[config.mk]
export PLATFORM = sky130hd
export DESIGN_NAME = pwm_duty_ramp_ctrl
export DESIGN_NICKNAME = d
export VERILOG_FILES = /design/src/rtl/pwm_duty_ramp_ctrl.sv
export SDC_FILE = /design/constraint.sdc
export NUM_CORES = 1
export LEC_CHECK = 0
export CORE_UTILIZATION = 35
export CTS_CLUSTER_SIZE = 8
export DETAILED_ROUTE_END_ITERATION = 10
export PLACE_DENSITY_LB_ADDON = 0.15
export SLEW_MARGIN = 20
export SYNTH_ARGS = -nofsm -noshare
export SYNTH_HDL_FRONTEND = slang
export SYNTH_SLANG_ARGS = --single-unit
[constraint.sdc]
create_clock -name clk -period 5 [get_ports clk]
set_input_delay 0.75 -clock clk [delete_from_list [all_inputs] [get_ports clk]]
set_output_delay 0.75 -clock clk [all_outputs]
set_load 0.02 [all_outputs]
[src/rtl/pwm_duty_ramp_ctrl.sv]
// rtl/pwm_duty_ramp_ctrl.sv - steps PWM duty toward a commanded target on period boundaries
module pwm_duty_ramp_ctrl #(
    parameter int DW = 8,
    parameter int HW = 8
) (
    input  logic          clk,
    input  logic          rst_n,
    input  logic          ena,
    input  logic          cfg_valid,
    output logic          cfg_ready,
    input  logic [DW-1:0] cfg_target,
    input  logic [DW-1:0] cfg_step,
    input  logic [HW-1:0] cfg_hold,
    input  logic          cfg_abort,
    input  logic          period_end,
    output logic [DW-1:0] duty_out,
    output logic          busy,
    output logic          done
);

    typedef enum logic [1:0] {IDLE, RAMP, DONE} state_t;

    localparam logic [DW-1:0] STEP_ONE = DW'(1);
    localparam logic [HW-1:0] HOLD_ONE = HW'(1);

    state_t        state, state_nxt;
    logic [DW-1:0] target_r, step_r;
    logic [HW-1:0] hold_r, hold_cnt;
    logic          accept, up, hold_more, period_hit, step_due;
    logic [HW:0]   hold_inc;
    logic [DW:0]   diff;
    logic [DW-1:0] duty_calc, duty_step;

    assign cfg_ready = ena && (state == IDLE);
    assign busy      = (state == RAMP);
    assign done      = (state == DONE);
    assign accept    = cfg_valid && cfg_ready;

    // Distance to target is taken in DW+1 bits so the saturation test never wraps;
    // the raw add/subtract is only used when it stays strictly short of the target.
    always_comb begin
        hold_inc   = {1'b0, hold_cnt} + {{HW{1'b0}}, 1'b1};
        hold_more  = hold_inc < {1'b0, hold_r};
        up         = target_r > duty_out;
        diff       = up ? ({1'b0, target_r} - {1'b0, duty_out})
                        : ({1'b0, duty_out} - {1'b0, target_r});
        duty_calc  = up ? (duty_out + step_r) : (duty_out - step_r);
        duty_step  = (diff <= {1'b0, step_r}) ? target_r : duty_calc;
        period_hit = ena && (state == RAMP) && !cfg_abort && period_end;
        step_due   = period_hit && !hold_more;
    end

    always_comb begin
        state_nxt = state;
        if (ena) begin
            case (state)
                IDLE: if (accept) state_nxt = (cfg_target == duty_out) ? DONE : RAMP;
                RAMP: begin
                    if (cfg_abort)
                        state_nxt = IDLE;
                    else if (step_due && (duty_step == target_r))
                        state_nxt = DONE;
                end
                DONE:    state_nxt = IDLE;
                default: state_nxt = IDLE;
            endcase
        end
    end

    always_ff @(posedge clk or negedge rst_n) begin
        if (!rst_n) begin
            state    <= IDLE;
            duty_out <= '0;
            hold_cnt <= '0;
            target_r <= '0;
            step_r   <= '0;
            hold_r   <= '0;
        end else if (ena) begin
            state <= state_nxt;
            if (accept) begin
                target_r <= cfg_target;
                step_r   <= (cfg_step == '0) ? STEP_ONE : cfg_step;
                hold_r   <= (cfg_hold == '0) ? HOLD_ONE : cfg_hold;
                hold_cnt <= '0;
            end else if (period_hit) begin
                if (hold_more) begin
                    hold_cnt <= hold_inc[HW-1:0];
                end else begin
                    hold_cnt <= '0;
                    duty_out <= duty_step;
                end
            end
        end
    end

endmodule

==> qor.csv <==
stage;metric;value;unit
run_status;status;finished clean;
yosys;part of the Yosys area used for sequential elements;0.2899;
final_layout;commonest cells after routing, fill and taps aside;nand2_1, dfrtp_1, inv_1, ha_1;
final_layout;Synth-to-Final Area Change;16.98;%
worst_setup_path;worst-path maximum fanout;14;
worst_setup_path;CP arrival;4.83;ns
yosys;post-synth top area share;0.2899;
routing;Avg WL per Cell;16.08;um
worst_setup_path;Worst EP required;5.23;ns
job;Max Cap Viol;0;
yosys;number of synthesized register bits;42;
grt;grt ovf;0;
clocking;clk slew on worst S/H paths;0.09;ns
grt;initial antenna violation count;0;
clocking;root buf cell;clkbuf_8;
sta;endpoints failing setup;0;
final_layout;layout cell share with drive strength beyond 1;0.03640;
routing;final wirelength;9648;um
floorplan;die area;10770;um^2
sta;Slew Viols, Final;0;
clocking;clock sink total;42;
grt;vias in the first global route;3113;
floorplan;die extent in y;103.8;um
clocking;total setup buffers inserted after CTS;0;
placed_design;DP HPWL;7568;um
final_layout;final layout net count;539;
power_and_ir_drop;pwr dens;782.8;nW/um^2
final_layout;diode count;0;
placed_design;IO buf count;40;
floorplan;num ports;41;
sta;RSZ-0062 raised after global routing;no;
routing;DRT iter0 DRCs;219;
routing;via/cell ratio;5.373;
clocking;Clock Latency Late Sink;0.30;ns
sta;Worst Skew;0.007310;ns
sta;Worst-Margin Slew;0.7653;ns
yosys;syn_area_per_cell;8.452;um^2
yosys;area leader, netlist;dfrtp_1;
yosys;synthesized cell area;3626;um^2
sta;fin worst setup slack;0.4007;ns
clocking;CTS Buf Count;5;
power_and_ir_drop;peak supply drop;311.0;uV
floorplan;Core Footprint;9910;um^2
worst_setup_path;startpoint types;register;
floorplan;Site Rows;36;
yosys;synth warn;0;
clocking;# resized after CTS;0;
grt;gr usage total;0.1837;
yosys;net count after synthesis;502;
power_and_ir_drop;LEAKAGE;1.907;nW
yosys;EDFF count, synth;0;
placed_design;pre-CTS setup slack;0.5006;ns
worst_setup_path;Crit Path Category;reg -> reg;
worst_hold_path;HP Class;in -> async;
routing;Residual DRC;0;
yosys;async set-reset flop share out of synthesis;1.000;
sta;Fin Setup TNS;0;ns
yosys;predominant post-synthesis flop cell;dfrtp_1;
sta;Fin. Hold Viols;0;
routing;Final ANT Viol Nets;0;
yosys;top cells by area, synth;dfrtp_1, ha_1, o21ai_0, nand2_1, xnor2_1;
grt;largest net degree at the start of global routing;43;
yosys;Post-Synthesis Cells;429;
grt;first-pass GRT wire length;15830;um
sta;Final period util;0.9199;
sta;Rel. slew slack;0.4898;
clocking;CTS Buffer Depth;2;
worst_setup_path;CP endpoint kind;register;
routing;via count;3224;
placed_design;GPL Wtd Cong;0.9416;
sta;max frequency;0.2174;GHz
clocking;cts hold-fix bufs;0;
floorplan;initial core utilization;0.3659;
floorplan;Die X;103.8;um
final_layout;commonest non-fill, non-tap cell in the layout;nand2_1;
clocking;CTS tree;yes;
sta;Tmin final;4.599;ns
clocking;htree depth;2;
yosys;Cell variety after synth;55;
routing;DRT Pass-1 Iters;4;
==> worst paths after layout <==
kind	from	end	slack, ns	cells past startpoint
worst max register to register	duty_out[1]$_DFFE_PN0P_	duty_out[6]$_DFFE_PN0P_	0.40	17
min in group clk	hold_cnt[5]$_DFFE_PN0P_	hold_cnt[5]$_DFFE_PN0P_	0.56	1
max in group asynchronous	rst_n	target_r[6]$_DFFE_PN0P_	4.17	1
worst min-delay path	rst_n	hold_r[6]$_DFFE_PN0P_	0.44	1
worst max-delay path	duty_out[1]$_DFFE_PN0P_	duty_out[6]$_DFFE_PN0P_	0.40	17
worst min register to register	hold_cnt[5]$_DFFE_PN0P_	hold_cnt[5]$_DFFE_PN0P_	0.56	1
==> power by group <==
part	switching, mW	internal [mW]
combinational	1.46	1.09
sequential	0.113	0.427
clock	0.127	0.0988
total	1.70	1.62
==> critical path, stage by stage, from the launching register on <==
cell       delay, ns
dfrtp_1         0.51
inv_1           0.17
ha_1            0.36
nor2b_1         0.16
o2111ai_1       0.30
nand3_1         0.20
nand2_1         0.29
nor3_1          0.09
a31oi_1         0.19
xor2_1          0.18
ha_1            0.27
a21o_1          0.17
a211o_1         0.29
a2111o_1        0.43
a211oi_2        0.22
buf_4           0.25
and2_1          0.27
a221o_1         0.18
==> cell type report <==
cell class / count / area (um^2)
Clock buffer: 6 / 72.57
Clock inverter: 2 / 13.76
Tap cell: 133 / 166.4
Timing Repair Buffer: 43 / 420.4
Fill cell: 1036 / 5668
Multi-Input combinational cell: 333 / 2364
Sequential cell: 42 / 1051
Inverter: 41 / 153.9
==> registers in the layout, summed over array words and instances (netlist names) <==
register,cells
duty_out,8
hold_cnt,8
hold_r,8
state,2
step_r,8
target_r,8
==> routing by layer <==
metal	vias to the layer above	track usage	share of wire
met5	-	0	0
met4	0	0.05306	0.017
met3	14	0.02643	0.037
met2	78	0.3030	0.46
met1	1525	0.2494	0.48
li1	1607	-	-
==> through the flow <==
stage | hold WS (ns) | utilization | total power [mW] | instances | area (um^2)
CTS | 0.5557 | 0.4278 | 3.312 | 600 | 4239
floorplan | 0.4544 | - | 2.418 | 429 | 3626
finish | 0.4438 | 0.4280 | 3.320 | 600 | 4242
detailed placement | 0.5199 | 0.4191 | 3.061 | 592 | 4153
global route | 0.4857 | 0.4280 | 3.610 | 600 | 4242
global placement | 0.5226 | 0.4191 | 3.042 | 592 | 4153
==> synthesized netlist by cell type, types with 3 or more instances <==
master	n
nand4_1	5
or2_2	3
o21ai_0	39
a211oi_1	5
o31ai_1	4
a21boi_0	3
nor4_1	6
clkbuf_1	11
fa_1	3
a22o_1	6
a221o_1	6
nand3_1	10
nand2_1	46
ha_1	40
nor2b_1	7
xor2_1	17
xnor2_1	18
inv_1	41
nor2_1	20
o2111ai_1	3
dfrtp_1	42
and2_1	3
a21oi_1	17
o21a_1	6
a31oi_1	3
nor3_1	10
and3_1	3
a21o_1	14
==> cell families after synthesis <==
group / count (synthesis) / synth area share
AOI/OAI and AO/OA: 131 / 0.2460
and+or+nand+nor: 121 / 0.1580
buffers and inverters: 54 / 0.05832
adders and majority gates: 43 / 0.1546
DFF: 42 / 0.2899
xor gates and xnor gates: 35 / 0.08454
muxes: 3 / 0.008627
(Power assumes the default switching activity.)
